==> config.mk <==
export PLATFORM = sky130hd
export DESIGN_NAME = bcd_serial_add_seq_flat
export DESIGN_NICKNAME = d
export VERILOG_FILES = /design/src/rtl/bcd_serial_add_if.sv /design/src/rtl/bcd_serial_add_seq.sv /design/src/flat_wrapper.sv
export SDC_FILE = /design/constraint.sdc
export NUM_CORES = 1
export LEC_CHECK = 0
export ABC_AREA = 1
export CORE_MARGIN = 10
export CORE_UTILIZATION = 46
export CTS_BUF_LIST = sky130_fd_sc_hd__clkbuf_8
export DETAILED_ROUTE_END_ITERATION = 6
export DONT_BUFFER_PORTS = 1
export REMOVE_ABC_BUFFERS = 1
export SYNTH_ARGS = -nofsm -noshare
export SYNTH_HDL_FRONTEND = slang
export SYNTH_SLANG_ARGS = --single-unit
export TNS_END_PERCENT = 10
==> constraint.sdc <==
create_clock -name clk -period 7.7 [get_ports clk]
set_clock_uncertainty 0.05 [all_clocks]
set_input_delay 1.54 -clock clk [delete_from_list [all_inputs] [get_ports clk]]
set_output_delay 1.54 -clock clk [all_outputs]
set_load 0.01 [all_outputs]
==> src/rtl/bcd_serial_add_if.sv <==
// Start/busy/done handshake and operand/result bus of the serial BCD adder.
// The master drives start and operands; the slave returns status and the held result.
interface bcd_serial_add_if #(
    parameter int DIGITS = 4
);
    logic                  start;
    logic [4*DIGITS-1:0]   a;
    logic [4*DIGITS-1:0]   b;
    logic                  cin;
    logic                  busy;
    logic                  done;
    logic [4*DIGITS-1:0]   sum;
    logic                  cout;
    logic                  err;

    modport master (
        output start, a, b, cin,
        input  busy, done, sum, cout, err
    );

    modport slave (
        input  start, a, b, cin,
        output busy, done, sum, cout, err
    );
endinterface

==> src/rtl/bcd_serial_add_seq.sv <==
// Multi-digit packed-BCD adder: one digit per clock, LSD first, through a shared digit stage.
// Latency DIGITS+1 cycles from start to done; start is only accepted in IDLE or DONE, never queued.
module bcd_serial_add_seq #(
    parameter int DIGITS = 4
) (
    input  logic           clk,
    input  logic           rst_n,
    bcd_serial_add_if.slave bus
);
    localparam int W  = 4 * DIGITS;
    localparam int IW = (DIGITS > 1) ? $clog2(DIGITS) : 1;
    localparam logic [IW-1:0] LAST_IDX = IW'(DIGITS - 1);

    localparam logic [1:0] S_IDLE = 2'd0;
    localparam logic [1:0] S_ADD  = 2'd1;
    localparam logic [1:0] S_DONE = 2'd2;

    logic [1:0]    state_q, state_d;
    logic [IW-1:0] idx_q, idx_d;
    logic [W-1:0]  a_q, a_d;
    logic [W-1:0]  b_q, b_d;
    logic          carry_q, carry_d;
    logic [W-1:0]  part_q, part_d;
    logic          err_acc_q, err_acc_d;
    logic [W-1:0]  sum_q, sum_d;
    logic          cout_q, cout_d;
    logic          err_q, err_d;

    logic [3:0]    a_dig, b_dig, digit;
    logic [4:0]    t;
    logic          c_next, dig_err;

    // Shared single-digit stage; the 5-bit compare keeps 9+9+1=19 correct.
    always_comb begin
        a_dig   = a_q[4*idx_q +: 4];
        b_dig   = b_q[4*idx_q +: 4];
        t       = {1'b0, a_dig} + {1'b0, b_dig} + {4'b0, carry_q};
        dig_err = (a_dig > 4'd9) || (b_dig > 4'd9);
        if (t > 5'd9) begin
            digit  = t[3:0] + 4'd6;
            c_next = 1'b1;
        end else begin
            digit  = t[3:0];
            c_next = 1'b0;
        end
    end

    always_comb begin
        state_d   = state_q;
        idx_d     = idx_q;
        a_d       = a_q;
        b_d       = b_q;
        carry_d   = carry_q;
        part_d    = part_q;
        err_acc_d = err_acc_q;
        sum_d     = sum_q;
        cout_d    = cout_q;
        err_d     = err_q;
        case (state_q)
            S_ADD: begin
                part_d[4*idx_q +: 4] = digit;
                carry_d   = c_next;
                err_acc_d = err_acc_q | dig_err;
                idx_d     = idx_q + IW'(1);
                // Results are published only here so the outputs never expose partial digits.
                if (idx_q == LAST_IDX) begin
                    state_d = S_DONE;
                    sum_d   = part_d;
                    cout_d  = c_next;
                    err_d   = err_acc_q | dig_err;
                end
            end
            default: begin
                if (bus.start) begin
                    state_d   = S_ADD;
                    idx_d     = '0;
                    a_d       = bus.a;
                    b_d       = bus.b;
                    carry_d   = bus.cin;
                    part_d    = '0;
                    err_acc_d = 1'b0;
                end else begin
                    state_d = S_IDLE;
                end
            end
        endcase
    end

    always_ff @(posedge clk or negedge rst_n) begin
        if (!rst_n) begin
            state_q   <= S_IDLE;
            idx_q     <= '0;
            a_q       <= '0;
            b_q       <= '0;
            carry_q   <= 1'b0;
            part_q    <= '0;
            err_acc_q <= 1'b0;
            sum_q     <= '0;
            cout_q    <= 1'b0;
            err_q     <= 1'b0;
        end else begin
            state_q   <= state_d;
            idx_q     <= idx_d;
            a_q       <= a_d;
            b_q       <= b_d;
            carry_q   <= carry_d;
            part_q    <= part_d;
            err_acc_q <= err_acc_d;
            sum_q     <= sum_d;
            cout_q    <= cout_d;
            err_q     <= err_d;
        end
    end

    assign bus.busy = (state_q == S_ADD);
    assign bus.done = (state_q == S_DONE);
    assign bus.sum  = sum_q;
    assign bus.cout = cout_q;
    assign bus.err  = err_q;
endmodule

==> src/flat_wrapper.sv <==
// flat-port wrapper written by rule: the top's interface ports become plain ports
module bcd_serial_add_seq_flat 
#(
    parameter int DIGITS = 4
)
  (clk, rst_n, bus_start, bus_a, bus_b, bus_cin, bus_busy, bus_done, bus_sum, bus_cout, bus_err);
  bcd_serial_add_if #(.DIGITS(DIGITS)) bus_i ();
  input  logic clk;
  input  logic rst_n;
  input wire logic [$bits(bus_i.start)-1:0] bus_start;
  input wire logic [$bits(bus_i.a)-1:0] bus_a;
  input wire logic [$bits(bus_i.b)-1:0] bus_b;
  input wire logic [$bits(bus_i.cin)-1:0] bus_cin;
  output wire logic [$bits(bus_i.busy)-1:0] bus_busy;
  output wire logic [$bits(bus_i.done)-1:0] bus_done;
  output wire logic [$bits(bus_i.sum)-1:0] bus_sum;
  output wire logic [$bits(bus_i.cout)-1:0] bus_cout;
  output wire logic [$bits(bus_i.err)-1:0] bus_err;
  assign bus_i.start = bus_start;
  assign bus_i.a = bus_a;
  assign bus_i.b = bus_b;
  assign bus_i.cin = bus_cin;
  assign bus_busy = bus_i.busy;
  assign bus_done = bus_i.done;
  assign bus_sum = bus_i.sum;
  assign bus_cout = bus_i.cout;
  assign bus_err = bus_i.err;
  bcd_serial_add_seq #(.DIGITS(DIGITS)) u_core (.clk(clk), .rst_n(rst_n), .bus(bus_i));
endmodule
Yosys cells after proc, flatten, opt, wreduce, memory -nomap -nowiden
Cells that the tools add are included.
Cells by class
  $add $sub $neg: 5
  multipliers: 0
  div/mod/pow operators: 0
  magnitude comparators: 3
  eq/ne operators: 4
  shift-type cells: 4
  multiplexer cells: 14
  bitwise logic cells: 2
  reduce and logical (&&, ||, !) cells: 4
Operators with widths (number)
  negator 4 -> 34 bit: 1
  variable shift 4 x 34 -> 16 bit (first input constant): 1
  indexed part select 4 x 34 -> 16 bit: 1
  2-to-1 mux 16 bit: 2
  indexed part select 16 x 5 -> 4 bit: 2
  bitwise mux 16 bit: 1
  > comparator 4 bit (second input constant): 2
  2-to-1 mux 2 bit: 4
  2-to-1 mux 1 bit: 6
  adder 4 x 4 -> 5 bit: 1
  adder 5 x 1 -> 5 bit: 1
  > comparator 5 x 4 -> 1 bit (second input constant): 1
  adder 4 x 3 -> 4 bit (second input constant): 1
  == test 2 bit (second input constant): 2
  2-to-1 mux 4 bit: 1
  AND reduction 2 bit: 2
  adder 2 x 1 -> 2 bit (second input constant): 1
  == test 2 x 1 -> 1 bit (second input constant): 1
  inequality test 2 x 1 -> 1 bit (second input constant): 1
  nonzero test 2 bit: 1
  logical OR 1 bit: 1
  NOT 1 bit: 1
  bitwise OR 1 bit: 1
Word-level totals
  register bits after elaboration: 72
  latch bits: 0
  bits in writable memories: 0
  memory bits (read-only): 0
  input bits: 36
  output and inout port bits: 20
  logic and storage cells: 46
  memories: 0

Depth between registers and ports, before layout
Gate-level depths: netlist (run 1).
  depth after elaboration: 8
  gate-level depth with buffers: 22

Least setup slack after synthesis (run 1)
No wires, ideal clock.
  path type: register to register
  start point: register u_core.idx_q[0]
  end point: register u_core.part_q[3]
  library setup time: 121 ps
  data arrival time: 3054 ps
  data required time: 7529 ps
  path slack: 4475 ps
  stages on the path, launching flop included: 19
  path buffers: 3
  clock period less this slack: 3225 ps
  path through: dfrtp_1 -> buf_4 -> buf_6 -> buf_2 -> o21ai_0 -> o22ai_1 -> fa_1 -> fa_1 -> inv_1 -> ha_1 -> inv_1 -> nor2_1 -> a21oi_2 -> nand2_2 -> nand2_4 -> nand2_2 -> nand3_1 -> nand2_1 -> a22o_1
Between the ends
  longest elaborated chain between the ends: 8
  elaborated cells between the ends (all ways): 12
RTL lines
  from (decl): line bcd_serial_add_seq.sv:19  | logic [IW-1:0] idx_q, idx_d;
  from (signal assigned): line bcd_serial_add_seq.sv:103  | idx_q <= idx_d;
  indexed part select 16 x 5 -> 4 bit (on tied branches): line bcd_serial_add_seq.sv:35, bcd_serial_add_seq.sv:36
  adder 4 x 4 -> 5 bit: line bcd_serial_add_seq.sv:37  | t = {1'b0, a_dig} + {1'b0, b_dig} + {4'b0, carry_q};
  adder 5 x 1 -> 5 bit: line bcd_serial_add_seq.sv:37
  adder 4 x 3 -> 4 bit or > comparator 5 x 4 -> 1 bit (tied branches): line bcd_serial_add_seq.sv:40, bcd_serial_add_seq.sv:39
  2-to-1 mux 4 bit: line bcd_serial_add_seq.sv:39  | if (t > 5'd9) begin
  indexed part select 4 x 34 -> 16 bit: line bcd_serial_add_seq.sv:61  | part_d[4*idx_q +: 4] = digit;
  bitwise mux 16 bit *: line bcd_serial_add_seq.sv:61
  2-to-1 mux 16 bit *: line bcd_serial_add_seq.sv:59  | case (state_q)
  to (signal assigned): line bcd_serial_add_seq.sv:107  | part_q <= part_d;
  to (decl): line bcd_serial_add_seq.sv:23  | logic [W-1:0] part_q, part_d;
Every way passes the cells marked *; elsewhere a longest branch is shown, timed or not.
A chain may end at the register's enable or synchronous reset.

Worst setup path in the final report (run 1)
  start point: input bus_start
  end point: register u_core.b_q[1]
Between the ends
  longest elaborated chain between the ends: 1
RTL lines
  from (decl): line flat_wrapper.sv:10  | input wire logic [$bits(bus_i.start)-1:0] bus_start;
  AND reduction 2 bit (no line)
  to (signal assigned): line bcd_serial_add_seq.sv:94  | b_q <= '0;
  to (signal assigned): line bcd_serial_add_seq.sv:105  | b_q <= b_d;
  to (decl): line bcd_serial_add_seq.sv:21  | logic [W-1:0] b_q, b_d;
Every way passes these cells.

==> Implementation_results.wiki, run 1 <==
{| class="wikitable"
! Metric !! Value
|-
| Run status || completed
|-
| Cells after synthesis || 461
|-
| CTS buffer count || 9
|-
| Cell types with the highest counts after synthesis || sky130_fd_sc_hd__nand2_1 (231), sky130_fd_sc_hd__dfrtp_1 (72), sky130_fd_sc_hd__inv_1 (31)
|-
| RePlAce Congestion || 0.811
|-
| Post-Syn Area || 3630 um^2
|-
| Number of nets in the finished design || 506
|-
| Top post-synthesis cells by area || sky130_fd_sc_hd__dfrtp_1 (50%), sky130_fd_sc_hd__nand2_1 (24%), sky130_fd_sc_hd__ha_1 (3.4%)
|-
| Multi-input logic area || 1600 um^2
|-
| Detailed Route Iter0 Violations || 126
|-
| WL final || 8.27 mm
|-
| Vertical die dimension || 109 um
|-
| Count of standard-cell rows || 32
|-
| Number of instances resized during post-cts repair || 0
|-
| Pin count of the biggest net entering global routing || 73
|-
| Worst Setup Path Type || primary input to register
|-
| Warning count from the yosys run || 0
|-
| Initial antenna violation count || 0
|-
| Pin slew with the least headroom to its limit || 1.02 ns
|-
| Share of synthesized flip-flops with an asynchronous set or reset || 1.00
|-
| Port-buffer cells || 0
|-
| Max frequency || 0.274 GHz
|-
| Endpoint kind of the worst setup timing path || register
|-
| Synthesis-stage register bit count || 72
|-
| Class of the tightest hold or removal check || register to register
|-
| Share of post-route cells with drive strength above 1 || 0.0821
|-
| Worst Path Arrival || 3.83 ns
|-
| Avg Cell Area, Syn || 7.88 um^2
|-
| Clock-pin slew of the registers on the worst-case setup and hold paths || 0.07 ns
|-
| Post-synth top flop || sky130_fd_sc_hd__dfrtp_1
|-
| Clock latency of the later-clocked register in the worst-skew pair || 0.34 ns
|-
| Register area || 1800 um^2
|-
| Number of enable flip-flop cells after synthesis || 0
|-
| Unrepaired setup endpoints after global routing || false
|-
| Final Core Density || 0.507
|-
| Fillers || 787
|-
| Largest fanout of any net on the critical path || 34
|-
| Post-synth top area cell || sky130_fd_sc_hd__dfrtp_1
|-
| Wire length of the first global-routing pass || 14.2 mm
|-
| Most frequent cell after synthesis || sky130_fd_sc_hd__nand2_1
|-
| Fin crit period || 3.65 ns
|-
| Total number of vias || 2837
|-
| Hold buffers post-CTS || 0
|-
| ANT cells || 0
|-
| Max Root-Sink Buffers || 2
|-
| Number of global-route vias before repair || 2864
|-
| Top-level I/O count || 56
|-
| Overall die width || 109 um
|-
| GR met1 Demand/Resource || 0.193
|-
| Max Transition Viols Final || 0
|-
| Final worst path period share || 0.474
|-
| Signed area change from the synthesized netlist to the final layout || 7.41%
|-
| Met2 track demand over resource || 0.233
|-
| Initial core utilization || 0.472
|-
| Number of violations of the max-capacitance limit || 0
|-
| Data required time at the worst endpoint || 7.87 ns
|-
| Number of hold violations in the final report || 0
|-
| GR Layer Usage met3 || 0.0454
|-
| DR pass1 iterations || 4
|-
| Post-DRT Antenna Nets || 0
|-
| Remaining DRCs || 0
|-
| Placed Area || 3680 um^2
|-
| Global-route usage over all layers || 0.150
|-
| Final TNS setup || 0 ns
|-
| Sequential cell area fraction in the yosys report || 0.496
|-
| Number of levels the H-tree was split into || 3
|-
| Clock sink count || 72
|-
| Final HPWL DP || 5.57 mm
|-
| Startpoint class of the critical path || primary input
|-
| Number of different library cells in the post-synthesis netlist || 34
|-
| Layer with the highest usage after global routing || met2
|-
| Residual overflow from global routing || 0
|-
| Setup-violating endpoint count in the final report || 0
|-
| Clock tree from TritonCTS || yes
|-
| # Post-CTS Setup Buffers || 0
|-
| Relative slew slack || 0.318
|-
| Number of vias per cell || 5.02
|-
| CTS root buffer || sky130_fd_sc_hd__clkbuf_8
|-
| DIE AREA || 11900 um^2
|-
| Routed len/inst || 14.6 um
|-
| Design Area, Final || 3900 um^2
|-
| Area fraction of the dominant cell type after synthesis || 0.496
|-
| Core Area || 7690 um^2
|}
[worst paths after layout]
kind	start	endpoint	slack (ns)	cells past startpoint
worst max-delay path	bus_start	u_core.b_q[1]$_DFFE_PN0P_	4.05	3
min in group asynchronous	rst_n	u_core.a_q[9]$_DFFE_PN0P_	0.84	0
worst min-delay path	u_core.a_q[11]$_DFFE_PN0P_	u_core.a_q[11]$_DFFE_PN0P_	0.43	2
max in group asynchronous	rst_n	u_core.b_q[13]$_DFFE_PN0P_	6.61	0
worst max register to register	u_core.idx_q[0]$_DFFE_PN0P_	u_core.part_q[11]$_DFFE_PN0P_	4.12	18
worst min register to register	u_core.a_q[11]$_DFFE_PN0P_	u_core.a_q[11]$_DFFE_PN0P_	0.43	2
[cell usage in the layout, fill, tap and decap left out, types with 3 or more instances in the layout]
cell	netlist	final
sky130_fd_sc_hd__nand2_1	231	231
sky130_fd_sc_hd__dfrtp_1	72	72
sky130_fd_sc_hd__inv_1	31	32
sky130_fd_sc_hd__nor2_1	17	17
sky130_fd_sc_hd__o21ai_0	16	16
sky130_fd_sc_hd__nand3_1	13	13
sky130_fd_sc_hd__clkbuf_8	0	13
sky130_fd_sc_hd__ha_1	10	10
sky130_fd_sc_hd__o22ai_1	8	8
sky130_fd_sc_hd__nand2_2	7	7
sky130_fd_sc_hd__a21oi_1	5	5
sky130_fd_sc_hd__nand4_1	5	5
sky130_fd_sc_hd__inv_2	4	4
sky130_fd_sc_hd__o21ai_1	4	4
sky130_fd_sc_hd__a32o_1	3	3
[critical path, cell delays in order]
cell and delay (ns):
sky130_fd_sc_hd__nand2_1 0.72, sky130_fd_sc_hd__clkinv_1 1.11, sky130_fd_sc_hd__o21ai_0 0.43
[cells by family (layout without fill, tap and decap cells)]
group	count (synthesis)	count (layout)	synth area share
simple gates	282	282	0.321
buf+inv	53	55	0.0634
flops	72	72	0.496
fa+ha+maj	12	12	0.0455
compound gates	42	42	0.0744
[layer usage]
layer / vias to the layer above / part of all wire
met5: - / 0
met4: 0 / 0.014
met3: 12 / 0.068
met2: 59 / 0.45
met1: 1334 / 0.47
li1: 1432 / -
[final cells by class]
type | count | share of cell area
flip-flops and latches | 72 | 0.462
multi-input cells | 336 | 0.410
clock buffers | 13 | 0.0459
inverters | 37 | 0.0356
well taps | 102 | 0.0327
clock inverters | 3 | 0.00994
repair buffers | 2 | 0.00385
[per-stage QoR]
| stage | hold WS, ns | worst slack [ns] | instances |
|---|---|---|---|
| floorplan | 0.394 | 4.22 | 445 |
| global placement | 0.407 | 3.63 | 549 |
| detailed placement | 0.415 | 3.58 | 549 |
| CTS | 0.434 | 3.94 | 565 |
| global route | 0.444 | 3.72 | 565 |
| finish | 0.429 | 4.05 | 565 |
[flip-flops by register name, summed over array words and instances (netlist names)]
name              count
u_core.a_q           16
u_core.b_q           16
u_core.bus.sum       16
u_core.part_q        16
u_core.idx_q          2
u_core.state_q        2
u_core.bus.cout       1
u_core.bus.err        1
u_core.carry_q        1
u_core.err_acc_q      1
Power of run 1 is not shown: default switching activity piles up to over one toggle a cycle in this logic, so the estimate is an artifact.
==> run 2, diff against run 1 <==
==> constraint.sdc (replaced) <==
create_clock -name clk -period 3 [get_ports clk]
set_clock_uncertainty 0.05 [all_clocks]
set_input_delay 0.6 -clock clk [delete_from_list [all_inputs] [get_ports clk]]
set_output_delay 0.6 -clock clk [all_outputs]
set_load 0.01 [all_outputs]
==> run 2 against run 1 <==
Net effect: clock-buffer cell count down 3; sequential share of layout area down 2.4 points; critical path depth grew 13; critical endpoint is now u_core.part_q[3]$_DFFE_PN0P_.
==> Implementation_results.wiki, run 2 (synthesized netlist as in run 1, its figures left out) <==
{| class="wikitable"
! Metric !! Value
|-
| Pin slew with the least headroom to its limit || 1.09 ns (was 1.02 ns)
|-
| Worst Setup Path Type || register to register (was primary input to register)
|-
| DIE AREA || 11900 um^2 (unchanged)
|-
| CTS buffer count || 9 (unchanged)
|-
| Residual overflow from global routing || 0 (unchanged)
|-
| Global-route usage over all layers || 0.152 (was 0.150)
|-
| Port-buffer cells || 0 (unchanged)
|-
| ANT cells || 0 (unchanged)
|-
| Wire length of the first global-routing pass || 14.1 mm (was 14.2 mm)
|-
| Max frequency || 0.343 GHz
|-
| Run status || completed (unchanged)
|-
| Register area || 1800 um^2 (about the same)
|-
| Final worst path period share || 0.971
|-
| Endpoint kind of the worst setup timing path || register (unchanged)
|-
| Number of levels the H-tree was split into || 3 (unchanged)
|-
| Initial core utilization || 0.472 (unchanged)
|-
| Data required time at the worst endpoint || 3.18 ns (was 7.87 ns)
|-
| WL final || 8.75 mm (was 8.27 mm)
|-
| Setup-violating endpoint count in the final report || 0 (unchanged)
|-
| Final HPWL DP || 6.10 mm (was 5.57 mm)
|-
| Multi-input logic area || 1710 um^2 (was 1600 um^2)
|-
| Number of violations of the max-capacitance limit || 0 (unchanged)
|-
| Fillers || 749 (was 787)
|-
| Number of nets in the finished design || 525 (was 506)
|-
| Core Area || 7690 um^2 (unchanged)
|-
| Startpoint class of the critical path || register (was primary input)
|-
| Max Root-Sink Buffers || 2 (unchanged)
|-
| Number of hold violations in the final report || 0 (unchanged)
|-
| Signed area change from the synthesized netlist to the final layout || 13.5% (was 7.41%)
|-
| Remaining DRCs || 0 (unchanged)
|-
| Leading cell types in the layout, fill and taps excluded || sky130_fd_sc_hd__nand2_1 (228), sky130_fd_sc_hd__dfrtp_1 (70), sky130_fd_sc_hd__inv_1 (30), sky130_fd_sc_hd__buf_4 (18), sky130_fd_sc_hd__nor2_1 (14) (was sky130_fd_sc_hd__nand2_1 (231), sky130_fd_sc_hd__dfrtp_1 (72), sky130_fd_sc_hd__inv_1 (32), sky130_fd_sc_hd__nor2_1 (17), sky130_fd_sc_hd__o21ai_0 (16))
|-
| Clock-pin slew of the registers on the worst-case setup and hold paths || 0.07 ns (about the same)
|-
| Clock sink count || 72 (unchanged)
|-
| Number of vias per cell || 5.05 (was 5.02)
|-
| Class of the tightest hold or removal check || primary input to async pin (was register to register)
|-
| Fin crit period || 2.91 ns
|-
| Clock latency of the later-clocked register in the worst-skew pair || 0.34 ns (about the same)
|-
| Vertical die dimension || 109 um (unchanged)
|-
| Largest fanout of any net on the critical path || 7 (was 34)
|-
| Commonest non-fill, non-tap cell in the layout || sky130_fd_sc_hd__nand2_1 (unchanged)
|-
| Final-layout worst hold slack || 0.0815 ns (was 0.429 ns)
|-
| Worst Path Arrival || 3.09 ns (was 3.83 ns)
|-
| Routed len/inst || 15.0 um (was 14.6 um)
|-
| Initial antenna violation count || 0 (unchanged)
|-
| Relative slew slack || 0.270 (was 0.318)
|-
| DR pass1 iterations || 4 (unchanged)
|-
| RePlAce Congestion || 0.903 (was 0.811)
|-
| CTS root buffer || sky130_fd_sc_hd__clkbuf_8 (unchanged)
|-
| Overall die width || 109 um (unchanged)
|-
| Pin count of the biggest net entering global routing || 73 (unchanged)
|-
| Top-level I/O count || 56 (unchanged)
|-
| Detailed Route Iter0 Violations || 177 (was 126)
|-
| Post-DRT Antenna Nets || 0 (unchanged)
|-
| Number of global-route vias before repair || 2881 (was 2864)
|-
| Total number of vias || 2940 (was 2837)
|-
| Unrepaired setup endpoints after global routing || true (was false)
|-
| Share of post-route cells with drive strength above 1 || 0.163 (was 0.0821)
|-
| Clock tree from TritonCTS || yes (unchanged)
|-
| Count of standard-cell rows || 32 (unchanged)
|-
| Max Transition Viols Final || 0 (unchanged)
|}
## run 2: worst max-delay path: stages, from the launching register on
cell                      delay (ns)
sky130_fd_sc_hd__dfrtp_2        0.47
sky130_fd_sc_hd__inv_4          0.08
sky130_fd_sc_hd__o21ai_2        0.12
sky130_fd_sc_hd__o22ai_2        0.08
sky130_fd_sc_hd__fa_2           0.39
sky130_fd_sc_hd__fa_2           0.56
sky130_fd_sc_hd__inv_2          0.06
sky130_fd_sc_hd__ha_4           0.15
sky130_fd_sc_hd__inv_2          0.06
sky130_fd_sc_hd__nor2_2         0.04
sky130_fd_sc_hd__a21oi_2        0.11
sky130_fd_sc_hd__nand2_2        0.10
sky130_fd_sc_hd__nand2_4        0.11
sky130_fd_sc_hd__nand2_4        0.07
sky130_fd_sc_hd__nand3_1        0.08
sky130_fd_sc_hd__nand2_1        0.08
sky130_fd_sc_hd__a22o_1         0.18
## run 2: worst paths after layout
| kind | startpoint | end | slack (ns) | cells after the start |
|---|---|---|---|---|
| hold reg to reg | u_core.b_q[7]$_DFFE_PN0P_ | u_core.b_q[7]$_DFFE_PN0P_ | 0.43 | 2 |
| setup reg to reg | u_core.idx_q[0]$_DFFE_PN0P_ | u_core.part_q[3]$_DFFE_PN0P_ | 0.09 | 16 |
| hold / removal | rst_n | u_core.bus.sum[2]$_DFFE_PN0P_ | 0.08 | 1 |
| min in group clk | bus_b[4] | u_core.b_q[4]$_DFFE_PN0P_ | 0.31 | 2 |
| setup / recovery | u_core.idx_q[0]$_DFFE_PN0P_ | u_core.part_q[3]$_DFFE_PN0P_ | 0.09 | 16 |
| max in group asynchronous | rst_n | u_core.idx_q[0]$_DFFE_PN0P_ | 2.48 | 1 |
## run 2: metal layers
layer,share of wire,track usage,vias up
met5,0,0,-
met4,0.013,0.0537,0
met3,0.062,0.0543,11
met2,0.46,0.227,57
met1,0.47,0.200,1396
li1,-,-,1476
## run 2: cell type report
| type | count | share of cell area |
|---|---|---|
| Multi-Input combinational cell | 336 | 0.415 |
| Clock buffer | 10 | 0.0334 |
| Inverter | 37 | 0.0343 |
| Sequential cell | 72 | 0.437 |
| Clock inverter | 4 | 0.00394 |
| Tap cell | 102 | 0.0309 |
| Timing Repair Buffer | 21 | 0.0449 |
## run 2: per-stage QoR
stage,setup WS (ns),util,cell area [um^2],cells,TNS (ns)
after floorplan,-0.476,-,3540,445,-10.87
after global placement,0.0257,0.493,3790,563,0
after detailed placement,-0.0661,0.493,3790,563,-0.519
after CTS,0.00307,0.518,3980,579,0
after global routing,-0.0936,0.536,4120,582,-1.19
final,0.0883,0.536,4120,582,0
## run 2: what timing repair did
item / 4_1_cts / 5_1_grt
gates resized for setup: 1 / 37
setup buffers: 1 / 3
endpoints found under the hold margin: 72 / 0
hold buffers: 1 / 0
pin swaps: 0 / 2
endpoints found under the setup margin: 24 / 25
gates cloned: 0 / 0
Power of run 2 is left out for the same reason.
==> run 3, diff against run 2 <==
--- a/config.mk
+++ b/config.mk
@@ -11,7 +11,10 @@
 export CTS_BUF_LIST = sky130_fd_sc_hd__clkbuf_8
 export DETAILED_ROUTE_END_ITERATION = 6
 export DONT_BUFFER_PORTS = 1
+export PLACE_DENSITY_LB_ADDON = 0.15
+export RECOVER_POWER = 50
 export REMOVE_ABC_BUFFERS = 1
+export SETUP_SLACK_MARGIN = 0.1
 export SYNTH_ARGS = -nofsm -noshare
 export SYNTH_HDL_FRONTEND = slang
 export SYNTH_SLANG_ARGS = --single-unit
==> run 3 against run 2 <==
Net effect: the run now ends with capacitance limit, slew limit left; sequential share of layout area fell by 1.0 points; final cell count rose by 1.9%; critical path depth rose by 2; worst hold slack improved by 0.22 ns; non-clock buffer count rose by 9; setup slack got worse by 0.047 ns; die area did not move; fmax fell by 1.6%.
==> Implementation_results.wiki, run 3 (synthesized netlist as in run 1, its figures left out) <==
{| class="wikitable"
! Metric !! Value
|-
| Count of standard-cell rows || 32 (unchanged)
|-
| Startpoint class of the critical path || register (unchanged)
|-
| Leading cell types in the layout, fill and taps excluded || sky130_fd_sc_hd__nand2_1 (226), sky130_fd_sc_hd__dfrtp_1 (70), sky130_fd_sc_hd__inv_1 (29), sky130_fd_sc_hd__buf_4 (27), sky130_fd_sc_hd__nor2_1 (14) (was sky130_fd_sc_hd__nand2_1 (228), sky130_fd_sc_hd__dfrtp_1 (70), sky130_fd_sc_hd__inv_1 (30), sky130_fd_sc_hd__buf_4 (18), sky130_fd_sc_hd__nor2_1 (14))
|-
| Overall die width || 109 um (unchanged)
|-
| Initial antenna violation count || 0 (unchanged)
|-
| Max Root-Sink Buffers || 2 (unchanged)
|-
| Setup-violating endpoint count in the final report || 0 (unchanged)
|-
| Final-layout worst hold slack || 0.299 ns (was 0.0815 ns)
|-
| DR pass1 iterations || 4 (unchanged)
|-
| Final Core Density || 0.549 (was 0.536)
|-
| Number of global-route vias before repair || 3047 (was 2881)
|-
| Endpoint kind of the worst setup timing path || register (unchanged)
|-
| Number of nets in the finished design || 534 (was 525)
|-
| Unrepaired setup endpoints after global routing || true (unchanged)
|-
| Pin slew with the least headroom to its limit || 1.74 ns (was 1.09 ns)
|-
| Number of levels the H-tree was split into || 3 (unchanged)
|-
| Initial core utilization || 0.472 (unchanged)
|-
| RePlAce Congestion || 0.839 (was 0.903)
|-
| Detailed Route Iter0 Violations || 83 (was 177)
|-
| Worst Path Arrival || 3.21 ns (was 3.09 ns)
|-
| Residual overflow from global routing || 0 (unchanged)
|-
| Cells along the critical path || buf_6 > o21ai_4 > o22ai_2 > fa_2 > fa_2 > inv_2 > ha_4 > inv_2 > nor2_2 > a21oi_2 > nand2_2 > nand2_4 > nand2_4 > nand2_4 > nand4_1 > nand2_1 > nand2_1 > nand2_1 (was inv_4 > o21ai_2 > o22ai_2 > fa_2 > fa_2 > inv_2 > ha_4 > inv_2 > nor2_2 > a21oi_2 > nand2_2 > nand2_4 > nand2_4 > nand3_1 > nand2_1 > a22o_1)
|-
| Delay contributed by the slowest stage of the critical path || 0.56 ns (about the same)
|-
| Class of the tightest hold or removal check || primary input to register (was primary input to async pin)
|-
| Share of post-route cells with drive strength above 1 || 0.183 (was 0.163)
|-
| Clock tree from TritonCTS || yes (unchanged)
|-
| Data required time at the worst endpoint || 3.25 ns (was 3.18 ns)
|-
| CTS buffer count || 9 (unchanged)
|-
| Setup WS post-layout || 0.0410 ns (was 0.0883 ns)
|-
| Commonest non-fill, non-tap cell in the layout || sky130_fd_sc_hd__nand2_1 (unchanged)
|-
| Relative slew slack || -0.161 (was 0.270)
|-
| Core Area || 7690 um^2 (unchanged)
|-
| Total number of vias || 2997 (was 2940)
|-
| Pin count of the biggest net entering global routing || 73 (unchanged)
|-
| Number of violations of the max-capacitance limit || 1 (was 0)
|-
| Clock-pin slew of the registers on the worst-case setup and hold paths || 0.08 ns (was 0.07 ns)
|-
| Run status || finished, violations left (was completed)
|-
| Post-DRT Antenna Nets || 0 (unchanged)
|-
| Highest-delay cell along the critical path || sky130_fd_sc_hd__fa_2 (unchanged)
|-
| Fin crit period || 2.96 ns (was 2.91 ns)
|-
| Signed area change from the synthesized netlist to the final layout || 16.2% (was 13.5%)
|-
| Vertical die dimension || 109 um (unchanged)
|-
| Clock latency of the later-clocked register in the worst-skew pair || 0.36 ns (was 0.34 ns)
|-
| WL final || 8.96 mm (was 8.75 mm)
|-
| Wire length of the first global-routing pass || 15.4 mm (was 14.1 mm)
|-
| Final HPWL DP || 6.22 mm (was 6.10 mm)
|-
| Largest fanout of any net on the critical path || 4 (was 7)
|-
| Routed len/inst || 15.1 um (was 15.0 um)
|-
| Global-route usage over all layers || 0.162 (was 0.152)
|-
| Fillers || 744 (was 749)
|-
| ANT cells || 0 (unchanged)
|-
| Placed Area || 3820 um^2 (was 3790 um^2)
|-
| Number of hold violations in the final report || 0 (unchanged)
|-
| Port-buffer cells || 0 (unchanged)
|-
| DIE AREA || 11900 um^2 (unchanged)
|-
| Clock sink count || 72 (unchanged)
|-
| Top-level I/O count || 56 (unchanged)
|-
| Violations in the final reports || capacitance limit, slew limit
|-
| Max frequency || 0.338 GHz (was 0.343 GHz)
|-
| Final worst path period share || 0.986 (was 0.971)
|-
| Max Transition Viols Final || 73 (was 0)
|-
| Worst slack at placement || -0.101 ns (was -0.0661 ns)
|-
| Remaining DRCs || 0 (unchanged)
|-
| CTS root buffer || sky130_fd_sc_hd__clkbuf_8 (unchanged)
|-
| Worst Setup Path Type || register to register (unchanged)
|-
| Number of vias per cell || 5.05 (about the same)
|-
| Design Area, Final || 4220 um^2 (was 4120 um^2)
|}
[run 3: critical path, delay by kind of cell, from the launching register on]
kind,cells,cell delay [ns]
flops,1,0.45
compound gates,3,0.34
fa+ha+maj,3,1.10
buf+inv,3,0.26
simple gates,9,0.72
[run 3: final timing paths]
path                       slack, ns                       endpoint  cells after the start                   startpoint
max reg2reg                     0.04   u_core.part_q[6]$_DFFE_PN0P_                     18  u_core.idx_q[0]$_DFFE_PN0P_
max                             0.04   u_core.part_q[6]$_DFFE_PN0P_                     18  u_core.idx_q[0]$_DFFE_PN0P_
min                             0.30      u_core.a_q[7]$_DFFE_PN0P_                      2                     bus_a[7]
min reg2reg                     0.43     u_core.a_q[13]$_DFFE_PN0P_                      2   u_core.a_q[13]$_DFFE_PN0P_
min in group asynchronous       0.65  u_core.bus.sum[3]$_DFFE_PN0P_                      1                        rst_n
max in group asynchronous       1.09    u_core.idx_q[1]$_DFFE_PN0P_                      1                        rst_n
[run 3: per-stage QoR]
step | std cells | TNS [ns]
floorplan | 445 | -10.87
global placement | 567 | -0.0631
detailed placement | 567 | -1.24
CTS | 589 | 0
global route | 593 | -1.79
finish | 593 | 0
[run 3: layout make-up]
class | count | area [um^2] | share of cell area
timing repair buffer | 30 | 230 | 0.0545
clock inverter | 6 | 83.8 | 0.0199
multi-input combinational | 336 | 1700 | 0.402
clock buffer | 10 | 138 | 0.0326
tap | 102 | 128 | 0.0302
sequential | 72 | 1800 | 0.427
inverter | 37 | 141 | 0.0335
[run 3: routing by layer]
| layer | global-route usage | wire, um | vias up |
|---|---|---|---|
| li1 | - | - | 1496 |
| met1 | 0.213 | 4050 | 1413 |
| met2 | 0.252 | 4200 | 77 |
| met3 | 0.0448 | 599 | 11 |
| met4 | 0.0518 | 111 | 0 |
| met5 | 0 | 0 | - |
[run 3: timing repair]
item	4_1_cts	5_1_grt
resized for setup	17	20
cloned	0	0
hold buffers	1	0
hold endpoints to repair	72	0
setup buffers	5	4
pin swaps	9	12
setup endpoints to repair	24	26
Power of run 3 is left out for the same reason.
